`config.mk`:
```
export PLATFORM = sky130hd
export DESIGN_NAME = mem_rd_arbiter
export DESIGN_NICKNAME = d
export VERILOG_FILES = /design/src/rtl/mem_rd_arbiter_pkg.sv /design/src/rtl/mem_rd_arb_rr.sv /design/src/rtl/mem_rd_arbiter.sv
export SDC_FILE = /design/constraint.sdc
export NUM_CORES = 1
export LEC_CHECK = 0
export ABC_AREA = 1
export CAP_MARGIN = 10
export CORE_UTILIZATION = 35
export CTS_BUF_LIST = sky130_fd_sc_hd__clkbuf_8
export DETAILED_ROUTE_END_ITERATION = 6
export PLACE_DENSITY = 0.86
export SKIP_LAST_GASP = 1
export SLEW_MARGIN = 15
export SYNTH_ARGS = -nofsm -noshare
export SYNTH_HDL_FRONTEND = slang
export SYNTH_SLANG_ARGS = --single-unit
```
`constraint.sdc`:
```
create_clock -name clk -period 2.54 [get_ports clk]
set_input_delay 0.762 -clock clk [delete_from_list [all_inputs] [get_ports clk]]
set_output_delay 0.762 -clock clk [all_outputs]
set_load 0.02 [all_outputs]
```
`src/rtl/mem_rd_arbiter_pkg.sv`:
```
// mem_rd_arbiter_pkg: FSM encoding, AXI constants and the arbitration rule shared by the read arbiter.
package mem_rd_arbiter_pkg;
    typedef enum logic [1:0] {ARB_IDLE = 2'd0, ARB_ADDR = 2'd1, ARB_DATA = 2'd2} arb_state_t;
    localparam logic [1:0] AXI_BURST_INCR  = 2'b01;
    localparam logic [1:0] AXI_RESP_OKAY   = 2'b00;
    localparam logic [1:0] AXI_RESP_SLVERR = 2'b10;
    localparam logic [1:0] AXI_RESP_DECERR = 2'b11;
    // A lone requester wins; a tie goes to master 0 under fixed priority, else to the one not served last.
    function automatic logic arb_pick(input logic [1:0] req, input logic last_grant, input logic fixed_prio);
        return (req == 2'b11) ? (fixed_prio ? 1'b0 : !last_grant) : req[1];
    endfunction
endpackage

```
`src/rtl/mem_rd_arb_rr.sv`:
```
// mem_rd_arb_rr: combinational two-way round-robin / fixed-priority pick.
module mem_rd_arb_rr
    import mem_rd_arbiter_pkg::*;
(
    input  logic [1:0] req,
    input  logic       last_grant,
    input  logic       fixed_prio,
    output logic       gnt_valid,
    output logic       gnt_id
);
    assign gnt_valid = |req;
    assign gnt_id    = arb_pick(req, last_grant, fixed_prio);
endmodule

```
`src/rtl/mem_rd_arbiter.sv`:
```
// mem_rd_arbiter: two-master AXI4 read-channel arbiter, one whole burst per grant.
// Optional per-master grant and conflict counters when MEM_RD_ARB_STATS_EN is defined.
module mem_rd_arbiter
    import mem_rd_arbiter_pkg::*;
#(
    parameter int ADDR_WIDTH = 32,
    parameter int DATA_WIDTH = 32
) (
    input  logic                  clk,
    input  logic                  rst,
    input  logic                  fixed_prio,
    input  logic [ADDR_WIDTH-1:0] m0_araddr,
    input  logic [7:0]            m0_arlen,
    input  logic [2:0]            m0_arsize,
    input  logic [1:0]            m0_arburst,
    input  logic [2:0]            m0_arprot,
    input  logic                  m0_arvalid,
    output logic                  m0_arready,
    output logic [DATA_WIDTH-1:0] m0_rdata,
    output logic [1:0]            m0_rresp,
    output logic                  m0_rlast,
    output logic                  m0_rvalid,
    input  logic                  m0_rready,
    input  logic [ADDR_WIDTH-1:0] m1_araddr,
    input  logic [7:0]            m1_arlen,
    input  logic [2:0]            m1_arsize,
    input  logic [1:0]            m1_arburst,
    input  logic [2:0]            m1_arprot,
    input  logic                  m1_arvalid,
    output logic                  m1_arready,
    output logic [DATA_WIDTH-1:0] m1_rdata,
    output logic [1:0]            m1_rresp,
    output logic                  m1_rlast,
    output logic                  m1_rvalid,
    input  logic                  m1_rready,
    output logic [ADDR_WIDTH-1:0] s_araddr,
    output logic [7:0]            s_arlen,
    output logic [2:0]            s_arsize,
    output logic [1:0]            s_arburst,
    output logic [2:0]            s_arprot,
    output logic                  s_arvalid,
    input  logic                  s_arready,
    input  logic [DATA_WIDTH-1:0] s_rdata,
    input  logic [1:0]            s_rresp,
    input  logic                  s_rlast,
    input  logic                  s_rvalid,
    output logic                  s_rready,
    output logic                  grant_id,
    output logic                  busy
`ifdef MEM_RD_ARB_STATS_EN
    ,
    output logic [31:0]           stat_grants0,
    output logic [31:0]           stat_grants1,
    output logic [31:0]           stat_conflicts
`endif
);
    arb_state_t state, state_nxt;
    logic last_grant, gnt_valid, gnt_id;
    logic ar_hs, r_done, r0_sel, r1_sel, grant_now;

    mem_rd_arb_rr u_rr (
        .req        ({m1_arvalid, m0_arvalid}),
        .last_grant (last_grant),
        .fixed_prio (fixed_prio),
        .gnt_valid  (gnt_valid),
        .gnt_id     (gnt_id)
    );

    assign grant_now = (state == ARB_IDLE) && gnt_valid;
    assign ar_hs     = s_arvalid && s_arready;
    assign r_done    = s_rvalid && s_rready && s_rlast;
    assign r0_sel    = (state == ARB_DATA) && !grant_id;
    assign r1_sel    = (state == ARB_DATA) && grant_id;

    always_ff @(posedge clk or posedge rst)
        if (rst) state <= ARB_IDLE;
        else     state <= state_nxt;

    always_comb begin
        state_nxt = grant_now                         ? ARB_ADDR :
                    (state == ARB_ADDR && ar_hs)      ? ARB_DATA :
                    (state == ARB_DATA && r_done)     ? ARB_IDLE : state;
    end

    // The winner's payload is frozen here so the slave sees it stable while arready is low.
    always_ff @(posedge clk or posedge rst)
        if (rst) begin
            last_grant <= 1'b1;
            grant_id   <= 1'b0;
            s_araddr   <= '0;
            s_arlen    <= '0;
            s_arsize   <= '0;
            s_arburst  <= '0;
            s_arprot   <= '0;
        end else if (grant_now) begin
            last_grant <= gnt_id;
            grant_id   <= gnt_id;
            s_araddr   <= gnt_id ? m1_araddr  : m0_araddr;
            s_arlen    <= gnt_id ? m1_arlen   : m0_arlen;
            s_arsize   <= gnt_id ? m1_arsize  : m0_arsize;
            s_arburst  <= gnt_id ? m1_arburst : m0_arburst;
            s_arprot   <= gnt_id ? m1_arprot  : m0_arprot;
        end

    always_comb begin
        s_arvalid  = (state == ARB_ADDR);
        busy       = (state != ARB_IDLE);
        m0_arready = s_arvalid && !grant_id && s_arready;
        m1_arready = s_arvalid && grant_id && s_arready;
        s_rready   = (state == ARB_DATA) && (grant_id ? m1_rready : m0_rready);
        m0_rvalid  = r0_sel && s_rvalid;
        m0_rdata   = r0_sel ? s_rdata : '0;
        m0_rresp   = r0_sel ? s_rresp : '0;
        m0_rlast   = r0_sel && s_rlast;
        m1_rvalid  = r1_sel && s_rvalid;
        m1_rdata   = r1_sel ? s_rdata : '0;
        m1_rresp   = r1_sel ? s_rresp : '0;
        m1_rlast   = r1_sel && s_rlast;
    end

`ifdef MEM_RD_ARB_STATS_EN
    always_ff @(posedge clk or posedge rst)
        if (rst) begin
            stat_grants0   <= '0;
            stat_grants1   <= '0;
            stat_conflicts <= '0;
        end else begin
            if (ar_hs && !grant_id) stat_grants0 <= stat_grants0 + 32'd1;
            if (ar_hs && grant_id) stat_grants1 <= stat_grants1 + 32'd1;
            if (grant_now && m0_arvalid && m1_arvalid) stat_conflicts <= stat_conflicts + 32'd1;
        end
`endif
endmodule

```
; ---- Yosys cells after proc, flatten, opt, wreduce, memory -nomap -nowiden
; Index checks and enable logic that the tools add are counted.
; Widths: inputs -> output; s select.
[totals]
ff_bits = 52
latch_bits = 0
ram_bits = 0
rom_bits = 0
in_bits = 140
output_inout_bits = 126
elab_cells = 49
memories = 0
[classes]
addsub = 0
mul = 0
n_div = 0
magnitude_cmp = 0
eq_ne = 3
n_shift = 0
muxes = 15
bitwise = 0
n_reduce_logical = 23
[op_table]
columns = operator, count
row1 = $mux 32, 3
row2 = $logic_and 1x1->1, 17
row3 = $mux 2, 6
row4 = $mux 8, 1
row5 = $mux 3, 2
row6 = $eq 2x2->1 const B, 2
row7 = $mux 1, 3
row8 = $reduce_bool 3->1, 1
row9 = $eq 2x1->1 const B, 1
row10 = $logic_not 1->1, 2
row11 = $logic_not 2->1, 1
row12 = $reduce_bool 2->1, 1
row13 = $reduce_or 2->1, 1

; ---- Depth between registers and ports, before layout
; Gate-level depths: netlist of the first run.
[logic_depth]
ltp_word = 8
mapped_depth = 9
depth_no_buf = 7

; ---- Hierarchy
; From an unflattened synthesis of the first run, not the netlist that was laid out.
[unflattened]
hier_cells = 419
hier_area_um2 = 2989.1
[modules_own_cells]
columns = module, n_inst, cells_each, area_per_inst_um2, seq_area_each_um2
row1 = mem_rd_arbiter, 1, 412, 2952.8, 1302.5
row2 = mem_rd_arb_rr, 1, 7, 36.3, 0.0

; ---- Least setup slack after synthesis of the first run
; OpenSTA, ideal clock, no wires.
[synth_path]
path_type = flip-flop to output port
startpoint = register state[0]
endpoint = output m0_arready
arrival_ns = 1.228
required_time_ns = 1.778
path_slack_ns = 0.550
stages_incl_launch_ff = 5
n_path_buf = 0
cell_sequence = dfrtp_1 -> inv_1 -> nor2_1 -> nand2_1 -> nor2_1
[synth_between]
elab_chain_cells = 3
[synth_lines]
columns = item, line
row1 = start: declaration, mem_rd_arbiter.sv:57  ; arb_state_t state, state_nxt;
row2 = start signal: assignment, mem_rd_arbiter.sv:77  ; else state <= state_nxt;
row3 = $eq 2x1->1, mem_rd_arbiter.sv:106  ; s_arvalid = (state == ARB_ADDR);
row4 = net s_arvalid, mem_rd_arbiter.sv:41  ; output logic s_arvalid,
row5 = $logic_and 1x1->1 (2 in series), mem_rd_arbiter.sv:108  ; m0_arready = s_arvalid && !grant_id && s_arready;
row6 = end: declaration, mem_rd_arbiter.sv:18  ; output logic m0_arready,
; The timed path passes the listed nets, and every way through them passes these cells.

; ---- Worst setup path in the final report of the first run
[layout_path]
startpoint = input s_rvalid
endpoint = output m0_rvalid
[layout_between]
elab_chain_cells = 1
[layout_lines]
columns = item, line
row1 = start: declaration, mem_rd_arbiter.sv:46  ; input logic s_rvalid,
row2 = $logic_and 1x1->1, mem_rd_arbiter.sv:111  ; m0_rvalid = r0_sel && s_rvalid;
row3 = end: declaration, mem_rd_arbiter.sv:22  ; output logic m0_rvalid,
; No other way between the ends.

==> results of run 1 <==
-- timing repair --
item                                    in CTS  in global routing
endpoints found under the hold margin        0                  0
endpoints found under the setup margin      75                 33
gates resized for setup                     87                 44
-- synth_stat cells --
cell,count,share of area
and2_1,1,0.0018
o21ai_1,1,0.0014
nand2_2,3,0.0053
buf_1,1,0.0011
inv_2,2,0.0021
buf_6,2,0.0064
inv_1,141,0.15
nor2_2,2,0.0035
nand3_1,148,0.21
dfrtp_1,51,0.36
nand2_1,110,0.12
o21ai_0,1,0.0014
nor2_1,76,0.081
clkbuf_1,10,0.011
buf_2,17,0.024
buf_4,7,0.015
dfstp_2,1,0.0075
-- worst paths after layout --
check	from	to	slack, ps	cells after the start
worst max-delay path	s_rvalid	m0_rvalid	20	4
worst min-delay path	s_araddr[2]	s_araddr[2]	480	2
worst max register to register	state[0]	s_araddr[11]	1010	7
worst min register to register	s_araddr[2]	s_araddr[2]	480	2
max in group asynchronous	rst	last_grant	1270	3
min in group asynchronous	rst	s_araddr[24]	740	2
-- cells by family after synthesis --
logic type / Yosys count
and+or+nand+nor: 340
buffers and inverters: 180
DFF: 52
AOI/OAI and AO/OA: 2
-- metrics by stage --
stage	std cells	util	instance area, sq um	hold slack (ps)	worst slack [ps]
after global placement	956	0.655	6400	461	-417
final	963	0.653	6390	480	21.2
after detailed placement	956	0.655	6400	465	-425
after CTS	962	0.655	6400	486	-133
after floorplan	574	-	3530	455	522
after global routing	963	0.653	6390	507	0.340
-- registers in the layout, indices dropped and copies added (netlist names) --
signal,flops
s_araddr,32
s_arlen,8
s_arprot,3
s_arsize,3
s_arburst,2
state,2
grant_id,1
last_grant,1
-- where the power goes --
group	total, mW	leakage [nW]	internal, mW	switching, mW
clock	0.539	0.0501	0.283	0.255
sequential	1.49	0.633	1.25	0.236
combinational	3.56	2.94	1.57	1.99
-- layer usage --
metal | vias to the layer above | routed length, microns | part of all wire | global-route usage
li1 | 2209 | - | - | -
met1 | 1955 | 4750 | 0.37 | 0.257
met2 | 193 | 6840 | 0.53 | 0.447
met3 | 22 | 1030 | 0.079 | 0.0527
met4 | 0 | 366 | 0.028 | 0.101
met5 | - | 0 | 0 | 0
-- critical path: stages --
cell	delay, ps
clkdlybuf4s50_1	480
inv_1	60
nor2_1	220
clkbuf_2	230
-- layout make-up --
type | instances | area, sq um
Clock inverter | 1 | 30.0
Multi-Input combinational cell | 342 | 1500
Inverter | 143 | 537
Antenna cell | 1 | 2.50
Timing Repair Buffer | 286 | 2780
Sequential cell | 52 | 1300
Fill cell | 895 | 3390
Clock buffer | 5 | 68.8
Tap cell | 133 | 166
==> metrics.yaml, run 1 <==
routing:
  drt_iter0_markers: 149
  firstDrtPassIters: 4
  drc: 0
  vias_per_cell: 4.55
  route.vias.total: 4379
  drt-total-wl_mm: 13.0
  ant_nets: 0
  wire_per_inst_microns: 13.5
setup_path:
  cp_max_fo: 2
  endpoint_kind: "primary output"
  cp_data_required_time_ps: 1780
  crit_type: "primary input to primary output"
  crit_arrival_ps: 1760
  start_kind: "primary input"
logic_synthesis:
  ys_ff_latch: 52
  syn_inst: 574
  seq_area_frac_synth: 0.369
  synth_area_per_cell_sq_um: 6.14
  yosys.area_share.simple: 0.419
  synth_adder_area_share: 0
  synth_nets: 714
  synth_top_family_by_area: "simple AND/OR/NAND/NOR gates"
  synth_warnings: 0
  yosys.area_share.xor_xnor: 0
  synth_cell_type_count: 17
  synth_compound_area_frac: 0.00284
  muxShareOfSynthArea: 0
  netlist_area_sq_um: 3530
timing:
  fin_crit_ps: 2520
  rsz0062_at_grt: "no"
  maxSlewViolCount: 0
  fin_crit_sh: 0.992
  finalSetupViolations: 0
  fin_setup_tns_ps: 0
  worst_slew_pin_slew_ps: 582
  hold_viol_final: 0
  relSlewSlack: 0.611
  fmax_mhz: 397
  fin_skew_ps: 10.8
die:
  io-pin-count: 266
  die_w_microns: 102
  core_sq_um: 9770
  die_y_microns: 102
  dieArea_sq_um: 10500
  num_rows: 36
  start_util: 0.361
clocking:
  clk_latency_ps: 300
  htree_levels: 2
  holdBufCountCts: 0
  cts_buffers: 5
  clk_path_buf_depth: 2
  cts_num_sinks: 52
  cts_tree: "done"
  cts_root_buf: "clkbuf_8"
  clkTransAtPathRegs_ps: 80
  cts_setup_buffers: 0
placement:
  portBuffers: 265
  place_congestion: 0.807
  post-dp-hpwl_mm: 10.5
global_route:
  gr-total-overflow: 0
  grt_max_degree: 31
  grt_pass1_vias: 3824
  antenna_found_initial: 1
  grt_pass1_wl_mm: 19.2
  grt_usage: 0.239
power:
  leakage_nw: 3.62
  power_mw: 5.58
  ir_drop_mv: 0.520
  powerDensity_nw_per_um2: 874
final_layout:
  drive_gt1_frac: 0.0676
  layout_common_cells: "clkdlybuf4s50_1 (189), nand3_1 (148), inv_1 (140), nand2_1 (108), nor2_1 (76)"
  syn2layout_area_growth_pct: 81.1
  layout_commonest_cell: "clkdlybuf4s50_1"
  final_nets: 970
flow_run:
  maxCapViolations: 0
hold_path:
  hp-class: "flop to flop"
status:
  run_status: "complete, no violations"
(Power assumes the default switching activity.)
==> inputs of run 2 (changes only) <==
Settings changed: ABC_CLOCK_PERIOD_IN_PS set to 2540, PLACE_DENSITY 0.86 to 0.83.
==> run 2 against run 1 <==
Against the previous run: the run now ends with negative setup slack left; critical path depth increased by 2; core utilization decreased by 0.52 points; combinational power about the same; register-to-register slack about the same; critical endpoint is now m0_rlast; sequential power about the same; sequential cell count unchanged; total power increased by 0.18%; clock skew decreased by 2.3 ps; first-iteration DRC count increased by 33%; clock power increased by 2%.
==> metrics.yaml, run 2 (synthesis gave the netlist of run 1 again) <==
routing:
  ant_nets: 0  # unchanged
  firstDrtPassIters: 6  # was 4
  drc: 0  # unchanged
  route.vias.total: 4594  # was 4379
  drt_iter0_markers: 198  # was 149
  wire_per_inst_microns: 14.4  # was 13.5 microns
  drt-total-wl_mm: 14.0  # was 13.0 mm
  vias_per_cell: 4.72  # was 4.55
final_layout:
  top_register: "s_araddr"  # unchanged
  fillCellCount: 894  # was 895
  drive_gt1_frac: 0.114  # was 0.0676
  syn2layout_area_growth_pct: 79.6  # was 81.1%
  layout_commonest_cell: "clkdlybuf4s50_1"  # unchanged
  final_area_sq_um: 6340  # was 6390 sq um
  layout_common_cells: "clkdlybuf4s50_1 (189), nand3_1 (148), inv_1 (141), nand2_1 (109), nor2_1 (74)"  # was clkdlybuf4s50_1 (189), nand3_1 (148), inv_1 (140), nand2_1 (108), nor2_1 (76)
  largest_reg_flops: 32  # unchanged
  biggestRegsByFlops: "s_araddr (32), s_arlen (8)"  # unchanged
  utilization: 0.648  # was 0.653
  final_nets: 978  # was 970
global_route:
  grtUsageMet2: 0.497  # was 0.447
  grt_max_degree: 53  # was 31
  busiest_layer: "met2"  # unchanged
  gr-total-overflow: 0  # unchanged
  antenna_found_initial: 2  # was 1
  grt_use_met1: 0.284  # was 0.257
  met3_usage: 0.0616  # was 0.0527
  grt_pass1_wl_mm: 21.2  # was 19.2 mm
  grt_usage: 0.267  # was 0.239
  grt_pass1_vias: 4310  # was 3824
setup_path:
  endpoint_kind: "primary output"  # unchanged
  cp-startpoint: "s_rlast"  # was s_rvalid
  r2r-start: "state[0]"  # unchanged
  cp_data_required_time_ps: 1780  # about the same
  cp_max_fo: 2  # unchanged
  start_kind: "primary input"  # unchanged
  crit_type: "primary input to primary output"  # unchanged
  crit_arrival_ps: 1840  # was 1760 ps
placement:
  pre_cts_ws_ps: -396  # was -425 ps
  post-dp-hpwl_mm: 11.4  # was 10.5 mm
  place_area_sq_um: 6430  # was 6400 sq um
  portBuffers: 265  # unchanged
  place_congestion: 0.920  # was 0.807
clocking:
  cts_tree: "done"  # unchanged
  clk_path_buf_depth: 2  # unchanged
  cts_buffers: 5  # unchanged
  cts_setup_buffers: 0  # unchanged
  clk_latency_ps: 300  # about the same
  cts_num_sinks: 52  # unchanged
  clkTransAtPathRegs_ps: 90  # was 80 ps
  holdBufCountCts: 0  # unchanged
  cts_resized: 86  # was 87
  htree_levels: 2  # unchanged
  cts_root_buf: "clkbuf_8"  # unchanged
status:
  run_status: "finished with violations"  # was complete, no violations
  violations: "negative setup slack"
die:
  num_rows: 36  # unchanged
  dieArea_sq_um: 10500  # unchanged
  start_util: 0.361  # unchanged
  core_sq_um: 9770  # unchanged
  die_w_microns: 102  # unchanged
  io-pin-count: 266  # unchanged
  die_y_microns: 102  # unchanged
timing:
  fin_crit_sh: 1.02  # was 0.992
  finalSetupViolations: 2  # was 0
  rsz0062_at_grt: "yes"  # was no
  relSlewSlack: 0.712  # was 0.611
  layout_setup_ws_ps: -61.0  # was 21.2 ps
  worst_slew_pin_slew_ps: 432  # was 582 ps
  fmax_mhz: 384  # was 397 MHz
  fin_crit_ps: 2600  # was 2520 ps
  hold_viol_final: 0  # unchanged
  fin_skew_ps: 8.48  # was 10.8 ps
  fin_setup_tns_ps: -61.5  # was 0 ps
  whs_ps: 483  # was 480 ps
  maxSlewViolCount: 0  # unchanged
power:
  powerDensity_nw_per_um2: 883  # was 874 nW/um^2
  leakage_nw: 3.63  # was 3.62 nW
  ir_drop_mv: 0.544  # was 0.520 mV
hold_path:
  worst_hold_startpoint: "s_arlen[6]"  # was s_araddr[2]
  hp-class: "flop to flop"  # unchanged
flow_run:
  maxCapViolations: 0  # unchanged
[run 2: routing by layer]
| layer | routed length (microns) | vias up |
|---|---|---|
| met3 | 1180 | 33 |
| li1 | - | 2225 |
| met5 | 0 | - |
| met2 | 7180 | 243 |
| met4 | 543 | 0 |
| met1 | 5080 | 2093 |
[run 2: metrics by stage]
step | cells | total power [mW]
3_3_place_gp | 964 | 5.11
3_5_place_dp | 964 | 5.20
2_1_floorplan | 574 | 3.35
5_1_grt | 974 | 5.97
4_1_cts | 972 | 5.66
6_report | 974 | 5.59
[run 2: final timing paths]
path | to | slack [ps] | depth (start not counted)
hold reg to reg | s_arlen[6] | 480 | 2
setup reg to reg | s_araddr[30] | 1000 | 7
max in group asynchronous | last_grant | 1440 | 3
min in group asynchronous | s_araddr[13] | 810 | 3
hold / removal | s_arlen[6] | 480 | 2
setup / recovery | m0_rlast | -60 | 6
[run 2: worst max-delay path, stage by stage]
cell	delay, ps
clkdlybuf4s50_1	480
inv_1	60
buf_4	130
nor2_1	140
buf_4	130
buf_4	130
[run 2: final cells by class]
type                       instances  area, sq um  area share
timing repair buffer             294         2710       0.427
tap                              133          166      0.0263
clock buffer                       5         68.8      0.0109
multi-input combinational        342         1510       0.238
inverter                         143          537      0.0847
antenna                            2         5.00    0.000790
clock inverter                     3         38.8     0.00612
sequential                        52         1300       0.206
[run 2: power breakdown]
part           leakage [nW]  switching, mW  total (mW)  internal, mW
logic                  2.93           2.00        3.55          1.55
registers             0.633          0.245        1.50          1.25
clock network        0.0593          0.263       0.551         0.289
total                  3.63           2.51        5.59          3.09
==> inputs of run 3 (changes only) <==
Settings changed: CORE_ASPECT_RATIO set to 2, CORE_MARGIN set to 2.
==> run 3 against run 2 <==
Against the previous run: sequential power is essentially flat; critical path depth shrank 2; combinational power grew 1%; critical path type unchanged; core utilization shrank 0.22 points; sequential cell count is the same; clock skew shrank 2.8 ps; wire length grew 4.5%; total power shrank 1.1%; count of clock-buffer cells in the layout is the same; the flow now finishes without violations.
==> metrics.yaml, run 3 (synthesis gave the netlist of run 1 again) <==
clocking:
  cts_tree: "done"  # unchanged
  clk_latency_ps: 310  # was 300 ps
  clkTransAtPathRegs_ps: 80  # was 90 ps
  cts_root_buf: "clkbuf_8"  # unchanged
  clk_path_buf_depth: 2  # unchanged
  holdBufCountCts: 0  # unchanged
  cts_num_sinks: 52  # unchanged
  cts_buffers: 5  # unchanged
  htree_levels: 2  # unchanged
setup_path:
  cp_max_fo: 2  # unchanged
  worstPathCellList: "clkdlybuf4s50_1 -> inv_1 -> nor2_1 -> dlygate4sd2_1"  # was clkdlybuf4s50_1 -> inv_1 -> buf_4 -> nor2_1 -> buf_4 -> buf_4
  crit_type: "primary input to primary output"  # unchanged
  start_kind: "primary input"  # unchanged
  cp_data_required_time_ps: 1780  # about the same
  max_stage_delay_ps: 470  # was 480 ps
  crit_arrival_ps: 1750  # was 1840 ps
  critPathSlowestCell: "clkdlybuf4s50_1"  # unchanged
  endpoint_kind: "primary output"  # unchanged
timing:
  fin_skew_ps: 5.73  # was 8.48 ps
  hold_viol_final: 0  # unchanged
  fmax_mhz: 398  # was 384 MHz
  worst_slew_pin_slew_ps: 322  # was 432 ps
  relSlewSlack: 0.785  # was 0.712
  fin_crit_ps: 2510  # was 2600 ps
  whs_ps: 485  # was 483 ps
  rsz0062_at_grt: "no"  # was yes
  maxSlewViolCount: 0  # unchanged
  fin_crit_sh: 0.988  # was 1.02
  finalSetupViolations: 0  # was 2
  fin_setup_tns_ps: 0  # was -61.5 ps
final_layout:
  drive_gt1_frac: 0.0710  # was 0.114
  fillCellCount: 866  # was 894
  final_nets: 971  # was 978
  final_area_sq_um: 6310  # was 6340 sq um
  largest_reg_flops: 32  # unchanged
  layout_commonest_cell: "clkdlybuf4s50_1"  # unchanged
  layout_common_cells: "clkdlybuf4s50_1 (188), nand3_1 (148), inv_1 (140), nand2_1 (108), nor2_1 (76)"  # was clkdlybuf4s50_1 (189), nand3_1 (148), inv_1 (141), nand2_1 (109), nor2_1 (74)
  syn2layout_area_growth_pct: 78.8  # was 79.6%
  biggestRegsByFlops: "s_araddr (32), s_arlen (8)"  # unchanged
  top_register: "s_araddr"  # unchanged
routing:
  drt_iter0_markers: 227  # was 198
  drc: 0  # unchanged
  route.vias.total: 4605  # was 4594
  firstDrtPassIters: 4  # was 6
  ant_nets: 0  # unchanged
  drt-total-wl_mm: 14.6  # was 14.0 mm
  vias_per_cell: 4.78  # was 4.72
  wire_per_inst_microns: 15.2  # was 14.4 microns
global_route:
  grt_usage: 0.266  # was 0.267
  grt_pass1_wl_mm: 22.4  # was 21.2 mm
  gr-total-overflow: 0  # unchanged
  grt_max_degree: 37  # was 53
  grt_pass1_vias: 4514  # was 4310
  antenna_found_initial: 1  # was 2
die:
  num_rows: 51  # was 36
  die_w_microns: 75.0  # was 102 microns
  io-pin-count: 266  # unchanged
  core_sq_um: 9760  # was 9770 sq um
  start_util: 0.361  # about the same
  die_y_microns: 146  # was 102 microns
  dieArea_sq_um: 10900  # was 10500 sq um
placement:
  portBuffers: 265  # unchanged
  place_area_sq_um: 6350  # was 6430 sq um
  place_congestion: 0.901  # was 0.920
  post-dp-hpwl_mm: 11.9  # was 11.4 mm
power:
  ir_drop_mv: 0.563  # was 0.544 mV
  powerDensity_nw_per_um2: 877  # was 883 nW/um^2
  leakage_nw: 3.64  # was 3.63 nW
status:
  run_status: "complete, no violations"  # was finished with violations
flow_run:
  maxCapViolations: 0  # unchanged
hold_path:
  hp-class: "flop to flop"  # unchanged
[run 3: worst max-delay path: cells and delay by family]
| kind | cells | cell delay, ps |
|---|---|---|
| buffers and inverters | 3 | 880 |
| and+or+nand+nor | 1 | 110 |
[run 3: per-stage QoR]
step / util / power (mW) / setup slack [ps] / std cells
after floorplan: - / 3.35 / 522 / 574
after global placement: 0.651 / 5.12 / -371 / 956
after detailed placement: 0.651 / 5.23 / -358 / 956
after CTS: 0.651 / 5.58 / -82.6 / 963
final: 0.646 / 5.53 / 29.4 / 964
after global routing: 0.646 / 5.91 / 0.178 / 963
[run 3: layer usage]
| layer | wire [microns] | global-route usage |
|---|---|---|
| met1 | 4640 | 0.262 |
| met3 | 1530 | 0.0893 |
| met2 | 7540 | 0.457 |
| met4 | 897 | 0.160 |
| met5 | 0 | 0 |
[run 3: path summary, 6_finish.rpt]
check / start / endpoint / slack, ps / cells past startpoint
worst max-delay path: s_rdata[25] / m1_rdata[25] / 30 / 4
worst min-delay path: s_araddr[1] / s_araddr[1] / 480 / 2
max in group asynchronous: rst / s_arburst[1] / 1350 / 3
worst min register to register: s_araddr[1] / s_araddr[1] / 480 / 2
min in group asynchronous: rst / s_arprot[1] / 690 / 2
worst max register to register: state[0] / s_araddr[5] / 1060 / 7
[run 3: repair_timing]
item | CTS | global route
buffers inserted | 0 | 0
resized for setup | 85 | 35
cloned | 0 | 0
setup endpoints to repair | 74 | 26
pin swaps | 0 | 0
[run 3: cell type report]
class	count	area, sq um	area share
Timing Repair Buffer	287	2720	0.431
Multi-Input combinational cell	342	1500	0.238
Sequential cell	52	1300	0.207
Inverter	143	537	0.0851
Tap cell	132	165	0.0262
Clock buffer	5	68.8	0.0109
Clock inverter	2	12.5	0.00198
Antenna cell	1	2.50	0.000397
[run 3: power by group]
| part | internal (mW) | switching, mW |
|---|---|---|
| registers | 1.25 | 0.237 |
| logic | 1.53 | 2.06 |
| clock network | 0.187 | 0.266 |
